File: src/rtl/synth_pkg.sv
// rtl/synth_pkg.sv - shared types, constants and pitch-table helper for the oscillator bank
package synth_pkg;

   localparam int NOTE_W = 7;
   localparam longint unsigned CLK_HZ = 64'd50_000_000;

   typedef enum logic [1:0] {
      ST_IDLE,
      ST_MATCH,
      ST_COMMIT
   } fsm_state_e;

   typedef logic [11:0][23:0] semi_tab_t;

   // Octave-10 pitches (MIDI 120..131, C9..B9) in millihertz.
   localparam longint unsigned OCT10_MHZ [12] = '{
      64'd8372018,  64'd8869844,  64'd9397273,  64'd9956063,
      64'd10548082, 64'd11175303, 64'd11839822, 64'd12543854,
      64'd13289750, 64'd14080000, 64'd14917240, 64'd15804266
   };

   // Phase increment per sample tick for each octave-10 semitone.
   function automatic semi_tab_t semi_inc_table(input int acc_w, input int presc);
      semi_tab_t tab;
      tab = '0;
      for (int s = 0; s < 12; s++) begin
         tab[s] = 24'((OCT10_MHZ[s] * (64'd1 << acc_w) * 64'(presc)) / (CLK_HZ * 64'd1000));
      end
      return tab;
   endfunction

endpackage

File: src/rtl/voice_lru.sv
// rtl/voice_lru.sv - least-recently-allocated ranking of the oscillator voices
module voice_lru
   import synth_pkg::*;
#(
   parameter int VOICES = 6
) (
   input  logic                      clk_i,
   input  logic                      nrst_i,
   input  logic                      alloc_i,
   input  logic [$clog2(VOICES)-1:0] alloc_idx_i,
   output logic [$clog2(VOICES)-1:0] oldest_o
);

   localparam int IDX_W = $clog2(VOICES);

   logic [VOICES-1:0][IDX_W-1:0] rank_q, rank_d;

   // Rank 0 is the newest allocation; everything younger than the chosen voice ages by one.
   always_comb begin
      rank_d = rank_q;
      if (alloc_i) begin
         for (int v = 0; v < VOICES; v++) begin
            if (rank_q[v] < rank_q[alloc_idx_i]) begin
               rank_d[v] = rank_q[v] + 1'b1;
            end
         end
         rank_d[alloc_idx_i] = '0;
      end
   end

   always_comb begin
      oldest_o = '0;
      for (int v = 0; v < VOICES; v++) begin
         if (rank_q[v] == IDX_W'(VOICES - 1)) begin
            oldest_o = IDX_W'(v);
         end
      end
   end

   always_ff @(posedge clk_i) begin
      if (!nrst_i) begin
         for (int v = 0; v < VOICES; v++) begin
            rank_q[v] <= IDX_W'(v);
         end
      end else begin
         rank_q <= rank_d;
      end
   end

endmodule

File: src/rtl/poly_osc_bank.sv
// rtl/poly_osc_bank.sv - polyphonic square-wave oscillator bank with voice allocation and activity PWM
module poly_osc_bank
   import synth_pkg::*;
#(
   parameter int VOICES = 6,
   parameter int ACC_W  = 16,
   parameter int PRESC  = 64
) (
   input  logic              clk_i,
   input  logic              nrst_i,
   input  logic              evValid_i,
   output logic              evReady_o,
   input  logic              evNoteOn_i,
   input  logic [NOTE_W-1:0] evNote_i,
   output logic [VOICES-1:0] oscOut_o,
   output logic              activeOscPwm_o
);

   localparam int IDX_W = $clog2(VOICES);
   localparam int CNT_W = $clog2(PRESC);
   localparam int POP_W = $clog2(VOICES + 1);
   localparam semi_tab_t SEMI_INC = semi_inc_table(ACC_W, PRESC);

   fsm_state_e                    state_q, state_d;
   logic                          ready_q, ready_d;
   logic                          ev_on_q, ev_on_d;
   logic [NOTE_W-1:0]             ev_note_q, ev_note_d;
   logic                          sel_vld_q, sel_vld_d;
   logic [IDX_W-1:0]              sel_idx_q, sel_idx_d;
   logic [VOICES-1:0]             active_q, active_d;
   logic [VOICES-1:0][NOTE_W-1:0] note_q, note_d;
   logic [VOICES-1:0][ACC_W-1:0]  acc_q, acc_d;
   logic [CNT_W-1:0]              tick_cnt_q, tick_cnt_d;
   logic [IDX_W-1:0]              pwm_cnt_q, pwm_cnt_d;
   logic                          pwm_q, pwm_d;
   logic                          tick, commit, hit, free;
   logic [IDX_W-1:0]              hit_idx, free_idx, oldest_idx;
   logic [POP_W-1:0]              act_cnt;

   function automatic logic [ACC_W-1:0] note_inc(input logic [NOTE_W-1:0] note);
      logic [3:0] oct;
      logic [3:0] semi;
      oct  = 4'(note / 7'd12);
      semi = 4'(note % 7'd12);
      return ACC_W'(SEMI_INC[semi] >> (4'd10 - oct));
   endfunction

   voice_lru #(.VOICES(VOICES)) u_lru (
      .clk_i       (clk_i),
      .nrst_i      (nrst_i),
      .alloc_i     (commit & sel_vld_q & ev_on_q),
      .alloc_idx_i (sel_idx_q),
      .oldest_o    (oldest_idx)
   );

   // Descending scan leaves the lowest-index match in each result.
   always_comb begin
      hit      = 1'b0;
      hit_idx  = '0;
      free     = 1'b0;
      free_idx = '0;
      for (int v = VOICES - 1; v >= 0; v--) begin
         if (active_q[v] && (note_q[v] == ev_note_q)) begin
            hit     = 1'b1;
            hit_idx = IDX_W'(v);
         end
         if (!active_q[v]) begin
            free     = 1'b1;
            free_idx = IDX_W'(v);
         end
      end
   end

   always_comb begin
      state_d   = state_q;
      ev_on_d   = ev_on_q;
      ev_note_d = ev_note_q;
      sel_vld_d = sel_vld_q;
      sel_idx_d = sel_idx_q;
      commit    = 1'b0;
      case (state_q)
         ST_IDLE: begin
            if (evValid_i && ready_q) begin
               ev_on_d   = evNoteOn_i;
               ev_note_d = evNote_i;
               state_d   = ST_MATCH;
            end
         end
         ST_MATCH: begin
            sel_vld_d = ev_on_q | hit;
            if (hit) begin
               sel_idx_d = hit_idx;
            end else if (free) begin
               sel_idx_d = free_idx;
            end else begin
               sel_idx_d = oldest_idx;
            end
            state_d = ST_COMMIT;
         end
         ST_COMMIT: begin
            commit  = 1'b1;
            state_d = ST_IDLE;
         end
         default: state_d = ST_IDLE;
      endcase
      ready_d = (state_d == ST_IDLE);
   end

   assign tick = (tick_cnt_q == CNT_W'(PRESC - 1));

   // The commit is applied after the tick so a same-cycle allocation leaves acc at zero.
   always_comb begin
      active_d   = active_q;
      note_d     = note_q;
      acc_d      = acc_q;
      tick_cnt_d = tick ? '0 : tick_cnt_q + 1'b1;
      for (int v = 0; v < VOICES; v++) begin
         if (tick && active_q[v]) begin
            acc_d[v] = acc_q[v] + note_inc(note_q[v]);
         end
         if (commit && sel_vld_q && (sel_idx_q == IDX_W'(v))) begin
            active_d[v] = ev_on_q;
            if (ev_on_q) begin
               note_d[v] = ev_note_q;
               acc_d[v]  = '0;
            end
         end
      end
   end

   always_comb begin
      act_cnt = '0;
      for (int v = 0; v < VOICES; v++) begin
         act_cnt = act_cnt + POP_W'(active_q[v]);
      end
      pwm_cnt_d = (pwm_cnt_q == IDX_W'(VOICES - 1)) ? '0 : pwm_cnt_q + 1'b1;
      pwm_d     = (POP_W'(pwm_cnt_q) < act_cnt);
   end

   always_ff @(posedge clk_i) begin
      if (!nrst_i) begin
         state_q    <= ST_IDLE;
         ready_q    <= 1'b0;
         ev_on_q    <= 1'b0;
         ev_note_q  <= '0;
         sel_vld_q  <= 1'b0;
         sel_idx_q  <= '0;
         active_q   <= '0;
         note_q     <= '0;
         acc_q      <= '0;
         tick_cnt_q <= '0;
         pwm_cnt_q  <= '0;
         pwm_q      <= 1'b0;
      end else begin
         state_q    <= state_d;
         ready_q    <= ready_d;
         ev_on_q    <= ev_on_d;
         ev_note_q  <= ev_note_d;
         sel_vld_q  <= sel_vld_d;
         sel_idx_q  <= sel_idx_d;
         active_q   <= active_d;
         note_q     <= note_d;
         acc_q      <= acc_d;
         tick_cnt_q <= tick_cnt_d;
         pwm_cnt_q  <= pwm_cnt_d;
         pwm_q      <= pwm_d;
      end
   end

   always_comb begin
      oscOut_o = '0;
      for (int v = 0; v < VOICES; v++) begin
         oscOut_o[v] = active_q[v] & acc_q[v][ACC_W-1];
      end
   end

   assign evReady_o      = ready_q;
   assign activeOscPwm_o = pwm_q;

endmodule

File: config.mk
export PLATFORM = sky130hd
export DESIGN_NAME = poly_osc_bank
export DESIGN_NICKNAME = d
export VERILOG_FILES = /design/src/rtl/synth_pkg.sv /design/src/rtl/voice_lru.sv /design/src/rtl/poly_osc_bank.sv
export SDC_FILE = /design/constraint.sdc
export NUM_CORES = 1
export LEC_CHECK = 0
export BUFFER_PORTS_ARGS = -buffer_cell sky130_fd_sc_hd__buf_2
export CAP_MARGIN = 20
export CORE_AREA = 4 4 279 281
export DETAILED_ROUTE_END_ITERATION = 6
export DIE_AREA = 0 0 283 285
export SKIP_LAST_GASP = 1
export SYNTH_ARGS = -nofsm -noshare
export SYNTH_HDL_FRONTEND = slang
export SYNTH_HIERARCHICAL = 1
export SYNTH_SLANG_ARGS = --single-unit
File: constraint.sdc
create_clock -name clk_i -period 6 [get_ports clk_i]
set_input_delay 0 -clock clk_i [delete_from_list [all_inputs] [get_ports clk_i]]
set_output_delay 0 -clock clk_i [all_outputs]
set_load 0.1 [all_outputs]
## After elaboration in Yosys (flattened, before gate mapping)

Memories as Yosys holds them, arrays and structs flattened.
Cells that the tools add are included.

- Register bits: 187
- Memories: 6
- Logic and storage cells: 236
- Bits of input ports: 11
- Memory bits (read-only): 2304

Memory list:

| memory | words | width | read ports | clocked after memory_dff | wr ports | line | RTL |
|---|---|---|---|---|---|---|---|
| (no name shown) | 16 | 24 | 1 | 0 | 0 | poly_osc_bank.sv:45 | `return ACC_W'(SEMI_INC[semi] >> (4'd10 - oct));` |
| (no name shown) | 16 | 24 | 1 | 0 | 0 | poly_osc_bank.sv:45 |  |
| (no name shown) | 16 | 24 | 1 | 0 | 0 | poly_osc_bank.sv:45 |  |
| (no name shown) | 16 | 24 | 1 | 0 | 0 | poly_osc_bank.sv:45 |  |
| (no name shown) | 16 | 24 | 1 | 0 | 0 | poly_osc_bank.sv:45 |  |
| (no name shown) | 16 | 24 | 1 | 0 | 0 | poly_osc_bank.sv:45 |  |

- Div/mod/pow operators: 12
- Equal/unequal tests: 20
- Magnitude comparators: 15
- Add/subtract/negate cells: 25
- Mux-type cells: 74
- Reduce and logical (&&, ||, !) cells: 33
- Bitwise logic cells: 12
- Shift operators: 6

Operators with widths:

| kind | number |
|---|---|
| 2-to-1 mux 16 bit | 18 |
| 2-to-1 mux 24 bit | 6 |
| >> shifter 24 x 4 -> 16 bit | 6 |
| adder 16 bit | 6 |
| 2-to-1 mux 3 bit | 30 |
| divider 7 x 4 -> 7 bit, second input constant | 6 |
| equality test 7 bit | 6 |
| modulo 7 x 4 -> 7 bit, second input constant | 6 |
| less-than comparator 4 x 5 -> 1 bit, second input constant | 6 |
| equality test 3 bit, second input constant | 8 |
| subtractor 4 bit, first input constant | 6 |
| adder 3 x 1 -> 3 bit, second input constant | 7 |
| logical AND 1 bit | 21 |
| less-than comparator 3 bit | 7 |
| AND 18 bit | 1 |
| NOT 18 bit | 1 |
| 2-to-1 mux 1 bit | 14 |
| AND reduction 2 bit | 7 |
| adder 3 x 1 -> 3 bit | 3 |
| binary-select mux 3 bit (select 3 bit) | 1 |
| demux 3 bit (select 3 bit) | 1 |
| AND 1 bit | 8 |
| adder 6 x 1 -> 6 bit, second input constant | 1 |
| equality test 3 x 2 -> 1 bit, second input constant | 2 |
| other kinds (15) | 19 |

## Depth between registers and ports, before layout

- Word-level depth: 9
- Depth in mapped cells: 30
- Mapped depth without buffers: 26

## Hierarchy

Netlist, hierarchy kept.

By module, submodules not included:

| module | instances | cells an instance | sequential area each (um2) | area an instance (um2) |
|---|---|---|---|---|
| poly_osc_bank | 1 | 2110 | 3383.2 | 15623.7 |
| voice_lru | 1 | 186 | 360.3 | 1557.7 |

## Worst setup path after synthesis

Ideal clock, no wire load.

- Kind: reg-to-reg
- From: register note_q[29] in the netlist's numbering
- To: register acc_q[78] in the netlist's numbering
- Buffers on the path: 4
- Arrival: 5.789 ns
- Path slack: 0.151 ns
- Data required time: 5.940 ns
- Stages on the path, launching flop included: 30
- Path through: dfxtp_1 -> clkbuf_1 -> inv_1 -> ha_1 -> nor4b_4 -> a211oi_1 -> o31ai_1 -> a211o_1 -> buf_2 -> clkbuf_1 -> ha_1 -> xnor2_1 -> clkbuf_1 -> nand2_1 -> a2111oi_0 -> a311o_1 -> o31a_1 -> ha_1 -> inv_1 -> fa_1 -> nor2b_1 -> o21ai_0 -> a21oi_1 -> o21ai_0 -> a21boi_0 -> o21ai_0 -> a21oi_1 -> a41oi_1 -> or3_1 -> nand2_1

- Longest elaborated chain between the ends: 8
- Elaborated cells between the ends (all ways): 10

Ends and longest elaborated chain:

| element | line | RTL |
|---|---|---|
| start, declared | poly_osc_bank.sv:31 | `logic [VOICES-1:0][NOTE_W-1:0] note_q, note_d;` |
| start signal, assigned | poly_osc_bank.sv:162 | `note_q <= note_d;` |
| modulo 7 x 4 -> 7 bit | poly_osc_bank.sv:44 | `semi = 4'(note % 7'd12);` |
| memory read (16 x 24 bit) | - |  |
| 2-to-1 mux 24 bit (not written as such) | poly_osc_bank.sv:45 |  |
| >> shifter 24 x 4 -> 16 bit * | poly_osc_bank.sv:45 |  |
| adder 16 bit * | poly_osc_bank.sv:119 | `acc_d[v] = acc_q[v] + note_inc(note_q[v]);` |
| 2-to-1 mux 16 bit * | poly_osc_bank.sv:118 | `if (tick && active_q[v]) begin` |
| 2-to-1 mux 16 bit | poly_osc_bank.sv:123 | `if (ev_on_q) begin` |
| 2-to-1 mux 16 bit * | poly_osc_bank.sv:121 | `if (commit && sel_vld_q && (sel_idx_q == IDX_W'(v))) begin` |
| end signal, assigned | poly_osc_bank.sv:150 | `acc_q <= '0;` |
| end signal, assigned | poly_osc_bank.sv:163 | `acc_q <= acc_d;` |
| end, declared | poly_osc_bank.sv:32 | `logic [VOICES-1:0][ACC_W-1:0] acc_q, acc_d;` |

Every way passes the cells marked *; elsewhere a longest branch is shown, timed or not. The select of a mux whose other input is x is not followed.
A chain may end at the register's enable or synchronous reset.

## Final worst setup path

Ends and elaborated chain as after synthesis.

==> metrics <==
CP Max Fanout 7; FFs w/ async S/R, synth 0%; post-synth cell types 90; Synth Area per Inst 7.48 sq um; Port Buffers 18; initial antenna violation count 0; Detailed Route WL 40,600 um; setup violators final 0; Final WS setup 0.393 ns; Initial Util 22.8%; commonest non-fill, non-tap cell in the layout nand2_1; HPWL Detailed 29,700 um; Slew Limit Fails 0; final core utilization 25.3%; DRT Pass-1 Iters 5; nets 2,407; P_leak 7.32 nW; Cells after Synth 2,296; synth warn 6; RSZ-0062 raised after global routing true; die area 80,700 sq um; Period minus WS final 5.61 ns; EDFF count, synth 0; Tightest Pin Transition 1.01 ns; TritonCTS Buffers 17; routed vias 15,500; CP arrival 6.04 ns; Antenna Nets Post-Route 0; Chip Height 285 um; Syn Nets 2,442; VDD IR-drop max 0.000203 V; post-synthesis sequential area ratio 21.8%; Setup WS pre-CTS 0.256 ns; CP endpoint kind register; clock insertion delay at the later pin of the skew report 0.49 ns; io pins 19; core area 75,400 sq um; Overflow after GRT 0; PwrDens 131 nW/um^2; largest net degree at the start of global routing 62; Max Freq 0.178 GHz; vias in the first global route 14,200; CP Class reg -> reg; CTS Root Buffer Type clkbuf_16; CTS Sinks 187; maxcap violations 0; Post-Syn Area 17,200 sq um; layout cells sized above 1 7.92%; final worst-path cycle share 93.4%; Rows 101; first-pass GRT wire length 68,700 um; setup TNS 0 ns; Fin. Hold Viols 0; DIE WIDTH 283 um; 1st-iter DRT viols 918; depth of the CTS H-tree 4; result of the run finished, final reports clean; synthesized flop and latch total 187; commonest non-fill, non-tap cells in the layout nand2_1, nor2_1, dfxtp_1; P&R area growth vs syn 11.0%; Critical Path Start Type register; drt wl/cell 12.5 um; Total Routing Usage GR 9.89%; clock-pin transition on the worst setup and hold timing paths 0.07 ns; clock skew 0.0122 ns; Max-slew headroom 32.4%; n_diodes 0; Post-route DRC 0; DR vias/cell 4.76; maximum buffer depth of the clock tree 2; main flop type after synthesis dfxtp_1; Worst EP required 6.43 ns; Final GP Congestion 0.823; CTS tree built; min-delay worst type in -> reg
## final timing paths
| path | cells after the start | from | endpoint | slack (ns) |
|---|---|---|---|---|
| worst max-delay path | 27 | note_q[29]$_SDFFE_PN0P_ | acc_q[78]$_SDFF_PN0_ | 0.39 |
| worst min register to register | 2 | acc_q[42]$_SDFF_PN0_ | acc_q[42]$_SDFF_PN0_ | 0.46 |
| worst max register to register | 27 | note_q[29]$_SDFFE_PN0P_ | acc_q[78]$_SDFF_PN0_ | 0.39 |
| worst min-delay path | 4 | evValid_i | ev_note_q[3]$_SDFFE_PN0P_ | 0.06 |
## layer usage
layer	global-route usage, %	routed length [um]	vias to the layer above
met4	2.93	713	0
met3	1.85	1280	38
met5	0	0	-
met1	13.0	19900	7156
li1	-	-	8101
met2	16.4	18700	187
## kinds of logic after synthesis
kind of cell | synth area share (%)
AO/OA/AOI/OAI | 22.8
multiplexers | 7.90
buffers and inverters | 5.21
AND/OR/NAND/NOR | 25.0
adder cells (fa/ha/maj) | 10.2
flip-flops | 21.8
XOR/XNOR | 7.14
## Yosys cell counts, drive strengths merged, types with 56 or more instances
cell type,count,area (sq um)
xnor2,90,788
nand2,262,983
dfxtp,187,3740
nor2,196,738
nor3,56,285
clkbuf,111,418
ha,126,1580
o21ai,126,631
mux2i,106,1060
a21oi,183,935
inv,108,405
nor2b,92,576
## stage by stage
stage / hold WS, ns / power (mW) / instance area, sq um / cells
final: 0.0648 / 2.49 / 19100 / 3250
after global placement: 0.256 / 1.38 / 18300 / 3205
after CTS: 0.0214 / 2.54 / 18900 / 3244
after detailed placement: 0.260 / 1.38 / 18300 / 3205
after global routing: 0.0789 / 2.60 / 19100 / 3250
after floorplan: 0.145 / 1.35 / 17200 / 2296
## layout make-up
cell class | count | area (sq um)
Clock inverter | 12 | 126
Fill cell | 8243 | 56400
Tap cell | 978 | 1220
Clock buffer | 18 | 429
Inverter | 110 | 417
Multi-Input combinational cell | 1874 | 12600
Sequential cell | 187 | 3750
Timing Repair Buffer | 71 | 510
## state kept, by name (all words and copies together) (netlist names), 2 cells and up
| register | flops |
|---|---|
| acc_q | 96 |
| active_q | 6 |
| ev_note_q | 7 |
| note_q | 42 |
| pwm_cnt_q | 3 |
| sel_idx_q | 3 |
| state_q | 2 |
| tick_cnt_q | 6 |
| u_lru/rank_q | 18 |
## worst max-delay path, cell delays in order (launching register included)
cell	delay (ns)
dfxtp_1	0.31
inv_1	0.15
ha_1	0.21
nor4b_4	0.19
buf_4	0.19
nand3_1	0.14
a21oi_2	0.26
o31ai_1	0.09
a211o_1	0.34
ha_1	0.23
xnor2_1	0.20
nand2_1	0.13
a2111oi_1	0.44
a311o_1	0.18
o31a_1	0.13
ha_1	0.16
inv_1	0.05
fa_1	0.40
nor2b_1	0.13
o21ai_0	0.10
a21oi_1	0.24
o21ai_0	0.13
a21boi_0	0.32
o21ai_2	0.11
a21oi_1	0.18
a41oi_1	0.15
or3_1	0.33
nand2_1	0.07
## report_power, final
| part | switching [mW] | internal (mW) |
|---|---|---|
| Sequential | 0.0176 | 1.25 |
| Combinational | 0.0510 | 0.0335 |
| Clock | 0.562 | 0.578 |
## timing repair
action	CTS	global route
endpoints found under the hold margin	11	0
buffers inserted	0	6
endpoints found under the setup margin	0	19
resized for setup	0	23
hold buffers	9	0
Power figures use the tool's default switching activity.
